**config.mk**
```make
export PLATFORM = sky130hd
export DESIGN_NAME = wb2core
export DESIGN_NICKNAME = d
export VERILOG_FILES = /design/src/rtl/wb2core.sv
export SDC_FILE = /design/constraint.sdc
export NUM_CORES = 1
export LEC_CHECK = 0
export ABC_AREA = 1
export CAP_MARGIN = 20
export CORE_ASPECT_RATIO = 0.7
export CORE_UTILIZATION = 38
export DETAILED_ROUTE_END_ITERATION = 8
export PLACE_DENSITY = 0.8
export SLEW_MARGIN = 30
export SYNTH_ARGS = -nofsm -noshare
export SYNTH_HDL_FRONTEND = slang
export SYNTH_SLANG_ARGS = --single-unit
export TNS_END_PERCENT = 50
```
**constraint.sdc**
```tcl
create_clock -name clk -period 2.1 [get_ports clk]
set_input_delay 0.42 -clock clk [delete_from_list [all_inputs] [get_ports clk]]
set_output_delay 0.42 -clock clk [all_outputs]
set_load 0.1 [all_outputs]
```
**src/rtl/wb2core.sv**
```systemverilog
// Wishbone B4 pipelined slave that converts bus cycles into a req/gnt/rvalid core memory port.
// Tracks outstanding transfers and drains abandoned responses after an aborted Wishbone cycle.
module wb2core #(
  parameter int unsigned MaxOutstanding = 2,
  parameter int unsigned AddrWidth      = 32
) (
  input  logic                 clk,
  input  logic                 rst,
  input  logic                 wb_cyc,
  input  logic                 wb_stb,
  input  logic                 wb_we,
  input  logic [3:0]           wb_sel,
  input  logic [AddrWidth-1:0] wb_adr,
  input  logic [31:0]          wb_dat_i,
  output logic [31:0]          wb_dat_o,
  output logic                 wb_ack,
  output logic                 wb_err,
  output logic                 wb_stall,
  output logic                 core_req,
  input  logic                 core_gnt,
  input  logic                 core_rvalid,
  output logic                 core_we,
  output logic [3:0]           core_be,
  output logic [AddrWidth-1:0] core_addr,
  output logic [31:0]          core_wdata,
  input  logic [31:0]          core_rdata,
  input  logic                 core_err
);

  localparam logic [3:0] CntMax = 4'(MaxOutstanding);

  logic                 req_q, req_d;
  logic                 we_q, we_d;
  logic [3:0]           be_q, be_d;
  logic [AddrWidth-1:0] addr_q, addr_d;
  logic [31:0]          wdata_q, wdata_d;
  logic [3:0]           cnt_q, cnt_d;
  logic                 drain_q, drain_d;
  logic                 ack_q, ack_d;
  logic                 err_q, err_d;
  logic [31:0]          dat_q, dat_d;

  logic acc;
  logic rv;
  logic resp;

  always_comb begin
    wb_stall = (req_q & ~core_gnt) | (cnt_q == CntMax) | drain_q;
    acc      = wb_cyc & wb_stb & ~wb_stall;
    // A response with nothing outstanding is a protocol violation and is dropped.
    rv       = core_rvalid & (cnt_q != 4'd0);
    resp     = rv & ~drain_q & wb_cyc;

    req_d   = req_q;
    we_d    = we_q;
    be_d    = be_q;
    addr_d  = addr_q;
    wdata_d = wdata_q;
    if (acc) begin
      req_d   = 1'b1;
      we_d    = wb_we;
      be_d    = wb_sel;
      addr_d  = wb_adr & ~AddrWidth'(3);
      wdata_d = wb_dat_i;
    end else if (core_gnt) begin
      req_d = 1'b0;
    end

    cnt_d = cnt_q;
    if (acc && !rv) begin
      cnt_d = cnt_q + 4'd1;
    end else if (!acc && rv) begin
      cnt_d = cnt_q - 4'd1;
    end

    drain_d = drain_q;
    if (!wb_cyc && cnt_q != 4'd0) begin
      drain_d = 1'b1;
    end
    if (cnt_d == 4'd0) begin
      drain_d = 1'b0;
    end

    ack_d = resp & ~core_err;
    err_d = resp & core_err;
    dat_d = (resp && !core_err) ? core_rdata : 32'd0;
  end

  always_ff @(posedge clk) begin
    if (rst) begin
      req_q   <= 1'b0;
      we_q    <= 1'b0;
      be_q    <= 4'd0;
      addr_q  <= '0;
      wdata_q <= 32'd0;
      cnt_q   <= 4'd0;
      drain_q <= 1'b0;
      ack_q   <= 1'b0;
      err_q   <= 1'b0;
      dat_q   <= 32'd0;
    end else begin
      req_q   <= req_d;
      we_q    <= we_d;
      be_q    <= be_d;
      addr_q  <= addr_d;
      wdata_q <= wdata_d;
      cnt_q   <= cnt_d;
      drain_q <= drain_d;
      ack_q   <= ack_d;
      err_q   <= err_d;
      dat_q   <= dat_d;
    end
  end

  assign core_req   = req_q;
  assign core_we    = we_q;
  assign core_be    = be_q;
  assign core_addr  = addr_q;
  assign core_wdata = wdata_q;
  assign wb_ack     = ack_q;
  assign wb_err     = err_q;
  assign wb_dat_o   = dat_q;

  a_req_stable: assert property (@(posedge clk) disable iff (rst)
    (req_q && !core_gnt) |=> (req_q && $stable({we_q, be_q, addr_q, wdata_q})));

  a_cnt_max: assert property (@(posedge clk) disable iff (rst) cnt_q <= CntMax);

  a_no_resp_drain: assert property (@(posedge clk) disable iff (rst)
    drain_q |-> !(ack_q || err_q));

  a_one_resp: assert property (@(posedge clk) disable iff (rst) !(ack_q && err_q));

  a_rvalid_outstanding: assert property (@(posedge clk) disable iff (rst)
    core_rvalid |-> (cnt_q != 4'd0));

endmodule
```
# Yosys cells after proc, flatten, opt, wreduce, memory -nomap -nowiden
# Index checks and enable logic that the tools add are counted.
[word_totals]
input_bits = 108
elab_cells = 45
output_inout_bits = 105
reg_bits = 107
[op_classes]
addsub = 2
n_mux = 4
n_bitwise = 15
n_reduce_logical = 13
eq_ne = 1
[ops]
columns = ["operator", "count"]
rows = [
  ["AND 1 bit", 8],
  ["two-way mux 4 bit", 2],
  ["NOT 1 bit", 5],
  ["adder 4 x 1 -> 4 bit, second input constant", 1],
  ["equality test 4 x 2 -> 1 bit, second input constant", 1],
  ["logical AND 1 bit", 4],
  ["zero test 1 bit", 4],
  ["zero test 4 bit", 1],
  ["nonzero test 4 bit", 1],
  ["OR reduction 2 bit", 2],
  ["subtractor 4 x 1 -> 4 bit, second input constant", 1],
  ["two-way mux 1 bit", 2],
  ["OR 1 bit", 2],
  ["nonzero test 2 bit", 1],
]

# Depth between registers and ports, before layout
# Gate-level depths: netlist (run 1).
[logic_depth]
word_depth = 12
ltp_mapped = 12
depth_no_buf = 12

# Least setup slack after synthesis (run 1)
# No wires, ideal clock.
[synth_timing]
path_kind = "reg2out"
start = "register req_q (netlist: core_req)"
end = "output port wb_stall"
path_slack_ns = -0.155
path_stages_with_launch = 3
arrival_time_ns = 1.835
path_cell_list = "dfxtp_1 > a21oi_2 > nand2_1"
[synth_between]
elab_chain_cells = 3
[synth_rtl]
columns = ["item", "line", "source"]
rows = [
  ["start: declaration", "32", "logic req_q, req_d;"],
  ["start signal: assignment", "102", "req_q <= req_d;"],
  ["AND 1 bit", "48", "wb_stall = (req_q & ~core_gnt) | (cnt_q == CntMax) | drain_q;"],
  ["OR 1 bit (2 in series)", "48", ""],
  ["end: declaration", "18", "output logic wb_stall,"],
]
# Every way passes these cells.

# Final worst setup path (run 1)
[layout_timing]
start = "register cnt_q[0]"
end = "output port wb_stall"
[layout_between]
elab_chain_cells = 3
[layout_rtl]
columns = ["item", "line", "source"]
rows = [
  ["start: declaration", "37", "logic [3:0] cnt_q, cnt_d;"],
  ["start signal: assignment", "107", "cnt_q <= cnt_d;"],
  ["equality test 4 x 2 -> 1 bit", "48", ""],
  ["OR 1 bit (2 in series)", "48", ""],
]
# Every way passes these cells.

==> impl_metrics.toml, run 1 <==
[run_status]
status = "completed"

[route]
wl_per_cell_um = 12.8
postRouteAntennaNets = 0
num_vias = 3578
drt_iter0_drc = 185
viasPerCell = 4.46
drt_pass1_iterations = 4
drc = 0
drt_wl_total_um = 10300

[synthesis]
yosys_warnings = 0
ys_seq_area_frac = 0.564
synth_area_per_cell_um2 = 8.07
yosys.cell_count.top_type = "nand2_1"
synthAdderAreaFrac = 0.0132
synth_compound_area_frac = 0.102
yosys-top-cells-area = "dfxtp_1 56%, nand2_1 15%, a21oi_1 9.7%"
synth_top_area_frac = 0.564
ys_async_sr_fraction = 0
synth_top_family_by_area = "simple AND/OR/NAND/NOR gates"
synth_xor_area_frac = 0.00692
synthMuxAreaShare = 0
netlist_area_um2 = 3800
synth_cell_types = 23
syn_inst = 471
synth_ff_type = "dfxtp_1"
synth_edf_count = 0
ys_ff_latch = 107
synth_simple_gate_area_frac = 0.219
synth_top_area_cell = "dfxtp_1"
yosys-top-cells-count = "155 x nand2_1, 107 x dfxtp_1, 74 x a21oi_1"

[power_and_ir_drop]
switching_share = 0.428
p_clk_frac = 0.253
switchingPower_mw = 3.07
vdd_drop_max_v = 0.000560
p_per_area_nw_per_um2 = 1190
intPower_mw = 4.10
combPwrFrac = 0.413
power_leakage_nw = 2.71
seq_power_share = 0.334

[cts]
postCtsSetupBuffers = 0
htree_num_levels = 3
cts.repair.resized = 0
clock-sinks = 107
root_buffer = "clkbuf_16"
tritoncts = "yes"
ctsHoldBuffers = 0
numCtsBuffers = 9
clk_latency_ns = 0.35
clk_pin_slew_ns = 0.07
clockBufferDepth = 2

[floorplan]
top_level_ports = 213
die-area_um2 = 10400
rows = 30
core-area_um2 = 9680
initial_utilization = 0.392
die_w_um = 122
die_height_um = 85.7

[placed_design]
hpwl_um = 7610
dpl_cell_area_um2 = 5680
io_buffers = 208
gp_congestion = 0.789
dp.cells = 787

[finish]
fin_nets = 782
drive_gt1_frac = 0.212
fin_area_um2 = 6010
syn_to_final_growth_pct = 58.2
diodes = 0
final_cells = 803

[sta]
fin_skew_ns = 0.0133
tightest_slew_ns = 0.761
max_freq_ghz = 0.515
slew_viol_final = 0
relSlewSlack = 0.493
rsz0062_at_grt = "false"
tns_ns = 0
hold_viol = 0
fin_crit_sh = 0.925
period_minus_slack_ns = 1.94
timing.hold.ws_ns = 0.373
finalSetupViolations = 0

[grt]
grt_first_pass_wirelength_um = 15900
antenna_found_initial = 0
grt_pass1_vias = 3285
grt-ovfl-total = 0
grt_use_total = 0.195
grt_max_degree = 73

[critical_path]
rrSetupSlack_ns = 0.33
ff2ff_path_depth = 8
start_kind = "flip-flop"
crit_type = "reg2out"
required_ns = 1.68
r2r_end = "core_addr[18]"
end_kind = "output pin"
r2r_start = "cnt_q[0]"
arrival_ns = 1.52
crit_end = "wb_stall"
crit_fanout = 6
startpoint = "cnt_q[0]"

[worst_hold_path]
hold_class = "in2reg"
min_path_cells = 4

[job]
maxCapViolCount = 0
## worst max-delay path, stage by stage, from the launching register on
cell and delay [ns]:
dfxtp_1 0.42, inv_1 0.16, ha_1 0.23, nand2_2 0.10, nand2_1 0.09, buf_12 0.18
## power by group through the flow
stage | clock network [mW] | registers, mW | logic [mW]
after detailed placement | 0 | 2.44 | 2.97
after global placement | 0 | 2.43 | 2.92
after floorplan | 0 | 3.63 | 1.05
after CTS | 1.86 | 2.40 | 2.98
final | 1.82 | 2.40 | 2.96
after global routing | 1.96 | 2.42 | 3.15
## final cells by class
cell class                      instances  area, um2
Clock buffer                            9        225
Clock inverter                          7        100
Multi-Input combinational cell        293       1310
Inverter                               44        165
Timing Repair Buffer                  215       1910
Sequential cell                       107       2140
Fill cell                             870       3680
Tap cell                              128        160
## cells in the final DEF, fill, tap and decap left out
master / Yosys / final
inv_6: 0 / 1
buf_12: 0 / 3
nand3_4: 1 / 1
nand4_1: 1 / 1
nor2_4: 1 / 1
clkinvlp_4: 0 / 2
a21oi_2: 1 / 1
buf_4: 4 / 107
o21ai_1: 1 / 1
nand2_2: 4 / 4
nor2_1: 33 / 33
nor2_2: 5 / 5
nand2_1: 155 / 155
dfxtp_2: 0 / 1
buf_2: 8 / 1
conb_1: 1 / 2
inv_1: 41 / 41
clkinv_2: 0 / 1
inv_8: 0 / 1
inv_2: 3 / 3
xor2_1: 3 / 3
nand3_1: 7 / 7
clkbuf_16: 0 / 9
ha_1: 4 / 4
bufinv_16: 0 / 2
a21oi_1: 74 / 74
o21ai_0: 1 / 1
dfxtp_1: 107 / 106
clkdlybuf4s50_1: 0 / 104
## worst min path at each step
stage | start | endpoint | slack [ns]
after CTS | rst | drain_q | 0.36
final | rst | drain_q | 0.37
after global routing | rst | drain_q | 0.38
after floorplan | core_err | wb_ack | 0.50
after detailed placement | core_wdata[20] | core_wdata[20] | 0.46
after global placement | core_wdata[17] | core_wdata[17] | 0.45
## sequential cells by signal, indices dropped and copies added, names as in the netlist
signal / count
core_addr: 30
core_be: 4
wb_dat_o: 32
wb_err: 1
wb_ack: 1
core_req: 1
drain_q: 1
cnt_q: 4
core_we: 1
core_wdata: 32
## cells by family after synthesis
group                    count (synthesis)
AND/OR/NAND/NOR                        207
buffers and inverters                   72
AO/OA/AOI/OAI                           77
flip-flops                             107
adder cells (fa/ha/maj)                  4
other                                    1
XOR/XNOR                                 3
## routing by layer
| metal | GRT usage | vias up | part of all wire |
|---|---|---|---|
| met1 | 0.241 | 1624 | 0.43 |
| met3 | 0.0612 | 10 | 0.064 |
| met2 | 0.330 | 109 | 0.49 |
| li1 | - | 1835 | - |
| met5 | 0 | - | 0 |
| met4 | 0.0494 | 0 | 0.0091 |
## stage by stage
stage | utilization | power (mW) | setup slack, ns
2_1_floorplan | - | 4.67 | 0.195
3_3_place_gp | 0.587 | 5.35 | 0.123
3_5_place_dp | 0.587 | 5.41 | 0.0622
4_1_cts | 0.620 | 7.23 | 0.151
5_1_grt | 0.620 | 7.53 | 0.0235
6_report | 0.620 | 7.17 | 0.158
No activity file was read; power rests on OpenSTA's default activity.
==> inputs of run 2 (changes only) <==
- PLACE_DENSITY: 0.8 -> 0.79
==> impl_metrics.toml, run 2 (synthesis gave the netlist of run 1 again) <==
[route]
postRouteAntennaNets = 0
drc = 0
drt_pass1_iterations = 4
drt_iter0_drc = 265
top_layer_used = "met4"
viasPerCell = 4.41
drt_wl_total_um = 10000
wl_met3_um = 717
wl_per_cell_um = 12.5
num_vias = 3545
wl_met2_um = 4620
wl_met1_um = 4560

[finish]
regArea_um2 = 2140
diodes = 0
fin_nets = 782
final_cell_mix = "155 x nand2_1, 107 x buf_4, 106 x dfxtp_1"
syn_to_final_growth_pct = 58.4
multi_input_area_um2 = 1310
drive_gt1_frac = 0.212
final_util = 0.621
fin_area_um2 = 6020
final_common_cell = "nand2_1"
final_cells = 803
fillers = 851

[power_and_ir_drop]
p_per_area_nw_per_um2 = 1190
power_leakage_nw = 2.71
vdd_drop_max_v = 0.000523
finalPower_mw = 7.18

[sta]
fin_skew_ns = 0.00985
timing.hold.ws_ns = 0.378
tns_ns = 0
period_minus_slack_ns = 1.90
fin_crit_sh = 0.903
slew_viol_final = 0
layout_setup_ws_ns = 0.204
max_freq_ghz = 0.527
rsz0062_at_grt = "false"
tightest_slew_ns = 0.760
finalSetupViolations = 0
relSlewSlack = 0.493
hold_viol = 0

[floorplan]
top_level_ports = 213
die_w_um = 122
initial_utilization = 0.392
die-area_um2 = 10400
die_height_um = 85.7
core-area_um2 = 9680
rows = 30

[critical_path]
start_kind = "flip-flop"
required_ns = 1.68
r2r_start = "cnt_q[0]"
end_kind = "output pin"
crit_type = "reg2out"
arrival_ns = 1.48
crit_fanout = 6
startpoint = "cnt_q[0]"

[worst_hold_path]
hold_start = "rst"
hold_class = "in2reg"

[cts]
ctsHoldBuffers = 0
clockBufferDepth = 2
htree_num_levels = 3
clk_latency_ns = 0.34
postCtsSetupBuffers = 0
root_buffer = "clkbuf_16"
tritoncts = "yes"
clk_pin_slew_ns = 0.07
cts.repair.resized = 0
numCtsBuffers = 9
clock-sinks = 107

[grt]
grt_pass1_vias = 3345
antenna_found_initial = 0
grt_use_total = 0.195
grt_max_degree = 73
grt_first_pass_wirelength_um = 15900
grt-ovfl-total = 0

[placed_design]
post-place-ws_ns = 0.0923
dpl_cell_area_um2 = 5680
gp_congestion = 0.791
hpwl_um = 7330
io_buffers = 208
dp.cells = 787

[run_status]
status = "completed"

[job]
maxCapViolCount = 0
-- run 2: worst paths after layout --
path                         end  slack [ns]  depth (start not counted)
setup / recovery        wb_stall        0.20                          5
hold / removal           drain_q        0.38                          4
setup reg to reg     wb_dat_o[6]        0.27                         10
hold reg to reg   core_wdata[13]        0.47                          2
-- run 2: final cells by class --
cell class                      instances  share of cell area
Clock buffer                           10              0.0397
Clock inverter                          6              0.0156
Inverter                               44              0.0275
Multi-Input combinational cell        293               0.217
Sequential cell                       107               0.356
Tap cell                              128              0.0266
Timing Repair Buffer                  215               0.317
-- run 2: report_power, final --
group	switching, mW	total, mW	internal (mW)	leakage [nW]
combinational	2.14	2.94	0.795	1.68
sequential	0.149	2.40	2.25	0.870
clock	0.752	1.84	1.09	0.160
total	3.05	7.18	4.13	2.71
-- run 2: metal layers --
layer,GRT usage,vias to the layer above
met3,0.0598,12
met5,0,-
met4,0.0550,0
met2,0.323,124
met1,0.246,1573
li1,-,1836
-- run 2: worst max-delay path: stages, from the launching register on --
cell and delay, ns:
dfxtp_1 0.40, inv_1 0.15, ha_1 0.23, nand2_2 0.09
nand2_1 0.09, buf_12 0.18
